File: config.mk
export PLATFORM = sky130hd
export DESIGN_NAME = utils_lifo_ckpt
export DESIGN_NICKNAME = d
export VERILOG_FILES = /design/src/rtl/utils_lifo_pkg.sv /design/src/rtl/utils_lifo_ckpt_bank.sv /design/src/rtl/utils_lifo_ckpt.sv
export SDC_FILE = /design/constraint.sdc
export NUM_CORES = 1
export LEC_CHECK = 0
export CORE_ASPECT_RATIO = 0.75
export CORE_UTILIZATION = 44
export CTS_BUF_LIST = sky130_fd_sc_hd__clkbuf_8
export DETAILED_ROUTE_END_ITERATION = 12
export SYNTH_ARGS = -nofsm -noshare
export SYNTH_HDL_FRONTEND = slang
export SYNTH_SLANG_ARGS = --single-unit
export TNS_END_PERCENT = 30
File: constraint.sdc
create_clock -name clk_i -period 3.9 [get_ports clk_i]
set_clock_uncertainty 0.15 [all_clocks]
set_input_delay 0.78 -clock clk_i [delete_from_list [all_inputs] [get_ports clk_i]]
set_output_delay 0.78 -clock clk_i [all_outputs]
set_load 0.01 [all_outputs]
File: src/rtl/utils_lifo_pkg.sv
// Shared types and helpers for the checkpointed LIFO.
package utils_lifo_pkg;

    typedef enum logic [1:0] {
        LIFO_NONE,
        LIFO_PUSH,
        LIFO_POP,
        LIFO_REPLACE
    } lifo_op_e;

    // Width of an index into n items, never narrower than one bit.
    function automatic int id_width(input int n);
        return (n <= 2) ? 1 : $clog2(n);
    endfunction

endpackage

File: src/rtl/utils_lifo_ckpt_bank.sv
// Snapshot register file: one synchronous write port, one combinational read port.
module utils_lifo_ckpt_bank #(
    parameter int SNAP_W   = 8,
    parameter int NUM_CKPT = 4,
    parameter int ID_W     = 2
) (
    input  logic              clk_i,
    input  logic              rst_n_i,
    input  logic              wr_en_i,
    input  logic [ID_W-1:0]   wr_id_i,
    input  logic [SNAP_W-1:0] wr_data_i,
    input  logic [ID_W-1:0]   rd_id_i,
    output logic [SNAP_W-1:0] rd_data_o
);

    logic [SNAP_W-1:0] slot_q [NUM_CKPT];

    always_ff @(posedge clk_i or negedge rst_n_i) begin
        if (!rst_n_i) begin
            for (int i = 0; i < NUM_CKPT; i++) slot_q[i] <= '0;
        end else if (wr_en_i && (int'(wr_id_i) < NUM_CKPT)) begin
            slot_q[wr_id_i] <= wr_data_i;
        end
    end

    // Reading the register array gives the pre-write contents on a same-slot save.
    always_comb begin
        rd_data_o = '0;
        if (int'(rd_id_i) < NUM_CKPT) rd_data_o = slot_q[rd_id_i];
    end

endmodule

File: src/rtl/utils_lifo_ckpt.sv
// LIFO with same-cycle push/pop/replace and single-cycle checkpoint restore.
module utils_lifo_ckpt
    import utils_lifo_pkg::*;
#(
    parameter int WIDTH     = 32,
    parameter int DEPTH     = 16,
    parameter bit OVERWRITE = 1'b1,
    parameter int NUM_CKPT  = 4
) (
    input  logic                          clk_i,
    input  logic                          rst_n_i,
    input  logic                          flush_i,
    input  logic                          push_i,
    input  logic [WIDTH-1:0]              push_data_i,
    input  logic                          pop_i,
    output logic [WIDTH-1:0]              top_data_o,
    output logic                          top_valid_o,
    output logic [$clog2(DEPTH+1)-1:0]    count_o,
    output logic                          full_o,
    output logic                          empty_o,
    output logic                          overflow_o,
    output logic                          underflow_o,
    input  logic                          ckpt_save_i,
    input  logic [id_width(NUM_CKPT)-1:0] ckpt_save_id_i,
    input  logic                          ckpt_restore_i,
    input  logic [id_width(NUM_CKPT)-1:0] ckpt_restore_id_i
);

    localparam int PTR_W = $clog2(DEPTH);
    localparam int CNT_W = $clog2(DEPTH + 1);
    localparam int ID_W  = id_width(NUM_CKPT);
    localparam logic [PTR_W-1:0] PTR_ONE  = PTR_W'(1);
    localparam logic [CNT_W-1:0] CNT_ONE  = CNT_W'(1);
    localparam logic [CNT_W-1:0] CNT_FULL = CNT_W'(DEPTH);

    typedef struct packed {
        logic [PTR_W-1:0] ptr;
        logic [CNT_W-1:0] cnt;
        logic [WIDTH-1:0] top;
    } snap_t;

    logic [WIDTH-1:0] mem_q [DEPTH];
    logic [PTR_W-1:0] ptr_q, ptr_d, ptr_m1;
    logic [CNT_W-1:0] cnt_q, cnt_d;
    logic             ovf_q, ovf_d, unf_q, unf_d;
    logic             mem_we;
    logic [PTR_W-1:0] mem_waddr;
    logic [WIDTH-1:0] mem_wdata;
    logic             is_full, is_empty;
    lifo_op_e         op;
    snap_t            save_snap, rest_snap;

    assign ptr_m1    = ptr_q - PTR_ONE;
    assign is_full   = (cnt_q == CNT_FULL);
    assign is_empty  = (cnt_q == '0);
    assign save_snap = '{ptr: ptr_q, cnt: cnt_q, top: mem_q[ptr_m1]};

    utils_lifo_ckpt_bank #(
        .SNAP_W  ($bits(snap_t)),
        .NUM_CKPT(NUM_CKPT),
        .ID_W    (ID_W)
    ) u_bank (
        .clk_i    (clk_i),
        .rst_n_i  (rst_n_i),
        .wr_en_i  (ckpt_save_i),
        .wr_id_i  (ckpt_save_id_i),
        .wr_data_i(save_snap),
        .rd_id_i  (ckpt_restore_id_i),
        .rd_data_o(rest_snap)
    );

    // push_i/pop_i are one-cycle requests with no backpressure: the stack always
    // consumes them, and refusal shows up only as an overflow/underflow pulse.
    always_comb begin
        op = LIFO_NONE;
        if (push_i && pop_i) op = LIFO_REPLACE;
        else if (push_i)     op = LIFO_PUSH;
        else if (pop_i)      op = LIFO_POP;
    end

    always_comb begin
        ptr_d     = ptr_q;
        cnt_d     = cnt_q;
        ovf_d     = 1'b0;
        unf_d     = 1'b0;
        mem_we    = 1'b0;
        mem_waddr = ptr_q;
        mem_wdata = push_data_i;
        if (flush_i) begin
            ptr_d = '0;
            cnt_d = '0;
        end else if (ckpt_restore_i) begin
            // Re-write the saved top in case a later push clobbered it.
            ptr_d     = rest_snap.ptr;
            cnt_d     = rest_snap.cnt;
            mem_we    = (rest_snap.cnt != '0);
            mem_waddr = rest_snap.ptr - PTR_ONE;
            mem_wdata = rest_snap.top;
        end else begin
            case (op)
                LIFO_PUSH: begin
                    ovf_d = is_full;
                    if (!is_full || OVERWRITE) begin
                        mem_we = 1'b1;
                        ptr_d  = ptr_q + PTR_ONE;
                    end
                    if (!is_full) cnt_d = cnt_q + CNT_ONE;
                end
                LIFO_POP: begin
                    unf_d = is_empty;
                    if (!is_empty) begin
                        ptr_d = ptr_m1;
                        cnt_d = cnt_q - CNT_ONE;
                    end
                end
                LIFO_REPLACE: begin
                    mem_we = 1'b1;
                    if (is_empty) begin
                        unf_d = 1'b1;
                        ptr_d = ptr_q + PTR_ONE;
                        cnt_d = cnt_q + CNT_ONE;
                    end else begin
                        mem_waddr = ptr_m1;
                    end
                end
                default: ;
            endcase
        end
    end

    always_ff @(posedge clk_i or negedge rst_n_i) begin
        if (!rst_n_i) begin
            for (int i = 0; i < DEPTH; i++) mem_q[i] <= '0;
            ptr_q <= '0;
            cnt_q <= '0;
            ovf_q <= 1'b0;
            unf_q <= 1'b0;
        end else begin
            ptr_q <= ptr_d;
            cnt_q <= cnt_d;
            ovf_q <= ovf_d;
            unf_q <= unf_d;
            if (mem_we) mem_q[mem_waddr] <= mem_wdata;
        end
    end

    assign top_data_o  = mem_q[ptr_m1];
    assign top_valid_o = !is_empty;
    assign count_o     = cnt_q;
    assign full_o      = is_full;
    assign empty_o     = is_empty;
    assign overflow_o  = ovf_q;
    assign underflow_o = unf_q;

endmodule

==> flow_summary.ini, run 1 <==
[die]
dieHeight_um = 234.5
core.rowCount = 84
start_util_pct = 44.89
fp.dieArea_um2 = 73140
coreArea_um2 = 70630
ios = 85
die_x_um = 311.9

[timing]
period_needed_ps = 3827
worst_pin_slew_ps = 988.5
grt_setup_unrepaired = yes
hold_violations = 0
setup_viol = 0
max_freq_ghz = 0.2613
slew_viol_final = 0
max_slew_margin_pct = 34.10
fin_crit_sh_pct = 98.14

[clocking]
clk_latency_ps = 740
cts_max_path_buffers = 3
cts-htree-levels = 3
cts-root-buf = clkbuf_8
cts.sinks = 687
cts_buffers = 109
cts_tree = yes
clk_pin_slew_worst_paths_ps = 70

[layout]
layout.nets = 2648
utilization_pct = 54.78
drive_above_1_share_pct = 45.11
area_growth_pct = 22.05
instances_no_fill = 3639
final_area_um2 = 38690

[synth]
ys_warn_count = 0
avgSynthCellArea_um2 = 13.50
synth_seq_cells = 687
synth_top_area_share_pct = 54.23
ys.flop_type = dfrtp_1
syn_area_um2 = 31700
syn_inst = 2348
synth_edf_count = 0
synthTopCellsByArea = dfrtp_1, mux2_2, mux4_2
synth_cell_type_count = 58
async_flop_share_pct = 100.0
yosysSeqAreaShare_pct = 54.23
syn_nets = 2398
yosysTopAreaCell = dfrtp_1

[critical_path]
cp-end-kind = output pin
criticalPathCategory = flip-flop to output pin
r2r_slack_ps = 490
cp_max_fo = 5
critPathCapture = top_data_o[10]
worst_ep_required_time_ps = 2970
timing.rr.end = mem_q[48]
reg2reg_from = count_o[2]
reg2reg_depth = 9
arrival_ps = 2900
startpoint_type = flip-flop
crit_start = ptr_q[0]

[power_and_ir_drop]
power-per-cell-area_nw_per_um2 = 735.5
total_power_mw = 28.46
vdd_drop_max_mv = 0.3280
p_leak_nw = 17.92

[grt]
gr-total-overflow = 0
met1_usage_pct = 34.85
grt_pass1_vias = 21734
grt_max_degree = 81
grtUsageMet2_pct = 37.31
grt_pass1_wl_um = 133500
grt-busiest-layer = met2
grt_use_total_pct = 24.12
grt.met3_usage_pct = 4.986
antenna_found_initial = 1

[place]
gp_congestion = 0.8004
portBuffers = 84
placed_area_um2 = 34600
dpl.hpwl_um = 50890
dp_cells = 3338

[flow_run]
drv_cap = 0

[status]
status = finished clean

[route]
dr.pass1.iters = 5
vias = 20356
wl_um = 85280
drc = 0
drtIter0Drc = 1366
avgViaCountPerCell = 5.594
ant_nets = 0
drt-wirelength-per-cell_um = 23.44

[hold_path]
worstHoldPathType = flip-flop to flip-flop
## what timing repair did
action                                  4_1_cts  5_1_grt
endpoints found under the setup margin       32       28
gates cloned                                 14        1
pin swaps                                    26       15
gates resized for setup                     268       43
hold endpoints to repair                     66        0
hold buffers                                  1        0
setup buffers                                64       18
## how the worst min path moves through the flow
stage / slack (ps) / depth (start not counted) / from / to
6_report: 330 / 2 / u_bank.slot_q[55] / u_bank.slot_q[55]
2_1_floorplan: 290 / 2 / u_bank.slot_q[41] / u_bank.slot_q[41]
5_1_grt: 350 / 2 / u_bank.slot_q[17] / u_bank.slot_q[17]
3_3_place_gp: 310 / 2 / u_bank.slot_q[70] / u_bank.slot_q[70]
3_5_place_dp: 320 / 2 / u_bank.slot_q[29] / u_bank.slot_q[29]
4_1_cts: 330 / 2 / u_bank.slot_q[29] / u_bank.slot_q[29]
## layout make-up
cell class              count  area (um^2)
fillers                  5834        31940
flip-flops and latches    687        17200
multi-input cells        1432        13870
repair buffers            327         3919
clock buffers             145         1996
well taps                 946         1184
clock inverters            59        370.4
inverters                  41        156.4
diodes                      2        5.005
## kinds of logic after synthesis
family	share of synthesized area, %
adder cells (fa/ha/maj)	0.3000
buffers and inverters	3.343
AO/OA/AOI/OAI	3.931
XOR/XNOR	0.2486
flip-flops	54.23
multiplexers	31.11
AND/OR/NAND/NOR	6.840
## layout by cell type (no fill, tap or decap), drive strengths merged, types with 22 or more instances in the layout
cell           instances
o21ai                178
nand3                 34
mux4                 169
clkinv                22
nand2                407
clkbuf               152
buf                  265
clkdlybuf4s50         49
mux2                 536
inv                   73
dfrtp                687
## synth_stat cells, types with 3 or more instances
| library cell | number |
|---|---|
| mux4_2 | 169 |
| nand3_1 | 34 |
| nor3_1 | 6 |
| ha_1 | 6 |
| dfrtp_1 | 687 |
| a31oi_1 | 3 |
| buf_2 | 25 |
| mux2_2 | 492 |
| nand2_1 | 407 |
| a21oi_1 | 7 |
| xor2_1 | 5 |
| buf_6 | 13 |
| nor2_1 | 11 |
| o21ai_0 | 175 |
| nor4_4 | 8 |
| inv_1 | 40 |
| clkbuf_1 | 107 |
| buf_1 | 24 |
| a211oi_1 | 3 |
| o31ai_1 | 5 |
| mux2_1 | 44 |
| buf_4 | 19 |
| nor4_1 | 3 |
| nor2b_1 | 4 |
| a221oi_1 | 3 |
| xnor2_1 | 4 |
## per-layer routing
metal	vias up	share of wire (%)
li1	8916	-
met1	10861	47
met2	455	46
met3	124	5.2
met4	0	2.1
met5	-	0
## metrics by stage
| step | setup TNS [ps] | worst slack (ps) | hold slack [ps] |
|---|---|---|---|
| final | 0 | 72.63 | 328.9 |
| after global routing | -569.9 | -62.81 | 345.9 |
| after detailed placement | -74.28 | -62.74 | 315.9 |
| after CTS | -840.8 | -76.75 | 328.9 |
| after global placement | -48.84 | -48.84 | 305.8 |
| after floorplan | 0 | 290.4 | 294.6 |
## sequential cells by signal, summed over array words and instances (netlist names)
| name | flops |
|---|---|
| count_o | 5 |
| mem_q | 512 |
| overflow_o | 1 |
| ptr_q | 4 |
| u_bank.slot_q | 164 |
| underflow_o | 1 |
## where the power goes
| part | leakage (nW) | internal [mW] | total, mW | switching (mW) |
|---|---|---|---|---|
| Combinational | 7.64 | 5.77 | 10.3 | 4.49 |
| Sequential | 8.93 | 10.2 | 11.7 | 1.51 |
| Clock | 1.35 | 3.53 | 6.52 | 2.99 |
| Total | 17.9 | 19.5 | 28.5 | 8.99 |
## worst max-delay path, cell delays in order, from the launching register on
cell and delay, ps:
dfrtp_4 510, inv_4 80, ha_4 230, buf_12 160, buf_12 130, buf_16 130, buf_6 130, mux4_2 290
nand2_1 110, nand3_2 110, o21ai_4 90, inv_1 50, buf_2 140
Power figures use the tool's default switching activity.
==> inputs of run 2 (changes only) <==
--- a/config.mk
+++ b/config.mk
@@ -5,7 +5,8 @@
 export SDC_FILE = /design/constraint.sdc
 export NUM_CORES = 1
 export LEC_CHECK = 0
-export CORE_ASPECT_RATIO = 0.75
+export CAP_MARGIN = 5
+export CORE_ASPECT_RATIO = 0.7
 export CORE_UTILIZATION = 44
 export CTS_BUF_LIST = sky130_fd_sc_hd__clkbuf_8
 export DETAILED_ROUTE_END_ITERATION = 12
==> run 2 against run 1 <==
  * The run now ends with setup timing left
  * Die area is essentially flat
  * Largest cell class unchanged
  * Flip-flop and latch count is the same
  * Global-route usage is 0.29 points higher
  * Utilization down 0.24 points
  * Total power decreased by 1.3%
==> flow_summary.ini, run 2 (synthesis gave the netlist of run 1 again) <==
[status]
status = finished, violations left
violations = setup timing

[layout]
final_area_um2 = 38470
fillers = 5816
layout.nets = 2645
top_register = mem_q
multi_input_area_um2 = 13860
seq_area_um2 = 17200
drive_above_1_share_pct = 44.35
area_growth_pct = 21.36
utilization_pct = 54.54
insertedDiodeCount = 0
largest_reg_flops = 512
layout_common_cells = dfrtp_1, mux2_2, nand2_1
instances_no_fill = 3626
layout_commonest_cell = dfrtp_1

[grt]
grt_use_total_pct = 24.42
grt_pass1_wl_um = 133600
grt_pass1_vias = 21707
gr-total-overflow = 0
antenna_found_initial = 0
grt_max_degree = 99

[die]
core.rowCount = 81
fp.dieArea_um2 = 73140
start_util_pct = 44.94
coreArea_um2 = 70540
die_x_um = 322.8
ios = 85
dieHeight_um = 226.6

[place]
gp_congestion = 0.7845
dp_cells = 3339
dpl.hpwl_um = 49800
portBuffers = 84
placed_area_um2 = 34540

[power_and_ir_drop]
vdd_drop_max_mv = 0.3524
pwr-share-clk_pct = 21.2
total_power_mw = 28.08
swShare_pct = 31.94
intPower_mw = 19.11
p_leak_nw = 17.81
p_switching_mw = 8.968
combPwrFrac_pct = 37.1
seq_power_share_pct = 41.7
power-per-cell-area_nw_per_um2 = 729.8

[clocking]
cts-htree-levels = 3
cts-root-buf = clkbuf_8
clk_pin_slew_worst_paths_ps = 70
cts.sinks = 687
clk_latency_ps = 750
cts_buffers = 107
cts_max_path_buffers = 3
cts_tree = yes

[timing]
fin_crit_sh_pct = 100.3
max_slew_margin_pct = 37.33
grt_setup_unrepaired = yes
worst_pin_slew_ps = 937.2
max_freq_ghz = 0.2558
slew_viol_final = 0
period_needed_ps = 3910
layout_setup_ws_ps = -9.920
hold_violations = 0
setup_viol = 1

[route]
dr.pass1.iters = 5
wl_um = 86140
vias = 20534
ant_nets = 0
drtIter0Drc = 1424
drc = 0
avgViaCountPerCell = 5.663
drt-wirelength-per-cell_um = 23.76

[critical_path]
reg2reg_from = ptr_q[0]
timing.rr.end = mem_q[118]
critPathCapture = top_data_o[21]
cp_max_fo = 8
crit_start = ptr_q[0]
arrival_ps = 2980
startpoint_type = flip-flop
reg2reg_depth = 12
worst_ep_required_time_ps = 2970
r2r_slack_ps = 430
cp-end-kind = output pin
criticalPathCategory = flip-flop to output pin

[flow_run]
drv_cap = 0

[hold_path]
worstHoldPathType = flip-flop to flip-flop
[run 2: changes by cell type in the layout (fill, tap and decap cells not counted), sizes merged]
cell           previous run  this run
diode                     2         0
buf                     265       259
bufbuf                    1         2
clkbuf                  152       132
clkinv                   22         7
clkdlybuf4s15             2         5
inv                      73        90
dlygate4sd2               2         3
[run 2: worst min path at each step]
stage                        from                  to  slack (ps)  cells after the start
3_5_place_dp    u_bank.slot_q[59]   u_bank.slot_q[59]         310                      2
3_3_place_gp   u_bank.slot_q[130]  u_bank.slot_q[130]         310                      2
5_1_grt                 mem_q[94]           mem_q[94]         340                      1
6_report       u_bank.slot_q[112]  u_bank.slot_q[112]         320                      2
4_1_cts         u_bank.slot_q[30]   u_bank.slot_q[30]         330                      2
2_1_floorplan   u_bank.slot_q[41]   u_bank.slot_q[41]         290                      2
[run 2: area by class of cell]
class	instances	share of cell area (%)
Clock buffer	125	4.472
Tap cell	954	3.102
Inverter	41	0.4130
Timing Repair Buffer	326	10.38
Multi-Input combinational cell	1432	36.01
Sequential cell	687	44.70
Clock inverter	61	0.9268
[run 2: what timing repair did]
action	CTS	global route
pin swaps	10	17
gates resized for setup	228	73
setup buffers	65	19
setup endpoints to repair	32	32
gates cloned	18	4
hold buffers	1	0
endpoints found under the hold margin	55	0
[run 2: per-layer routing]
layer | vias up | routed length (um) | track usage (%)
li1 | 8912 | - | -
met1 | 10974 | 41310 | 36.51
met2 | 513 | 37900 | 35.94
met3 | 135 | 4983 | 5.314
met4 | 0 | 1944 | 6.467
met5 | - | 0 | 0
[run 2: metrics by stage]
step           TNS, ps  hold WS [ps]  worst slack [ps]
2_1_floorplan        0         294.6             290.4
3_3_place_gp         0         305.9             77.80
3_5_place_dp         0         314.8             26.90
4_1_cts         -683.2         328.4            -80.62
5_1_grt          -1472         344.4            -112.7
6_report        -9.920         323.7            -9.920
[run 2: power by group through the flow]
stage                     clock network [mW]  logic (mW)  registers [mW]
after floorplan                            0        5.89            11.2
after global placement                     0        8.40            11.6
after detailed placement                   0        8.67            11.8
after CTS                               6.13        10.1            11.7
after global routing                    6.48        11.3            12.1
final                                   5.96        10.4            11.7
[run 2: critical path, stage by stage (launching register included)]
cell and delay [ps]:
dfrtp_4 450, inv_4 50, ha_4 350, buf_12 170, buf_12 150, buf_12 140, mux4_2 330, nand2_1 90
nand2_1 70, o21ai_2 180, buf_6 130, inv_2 30, buf_6 100
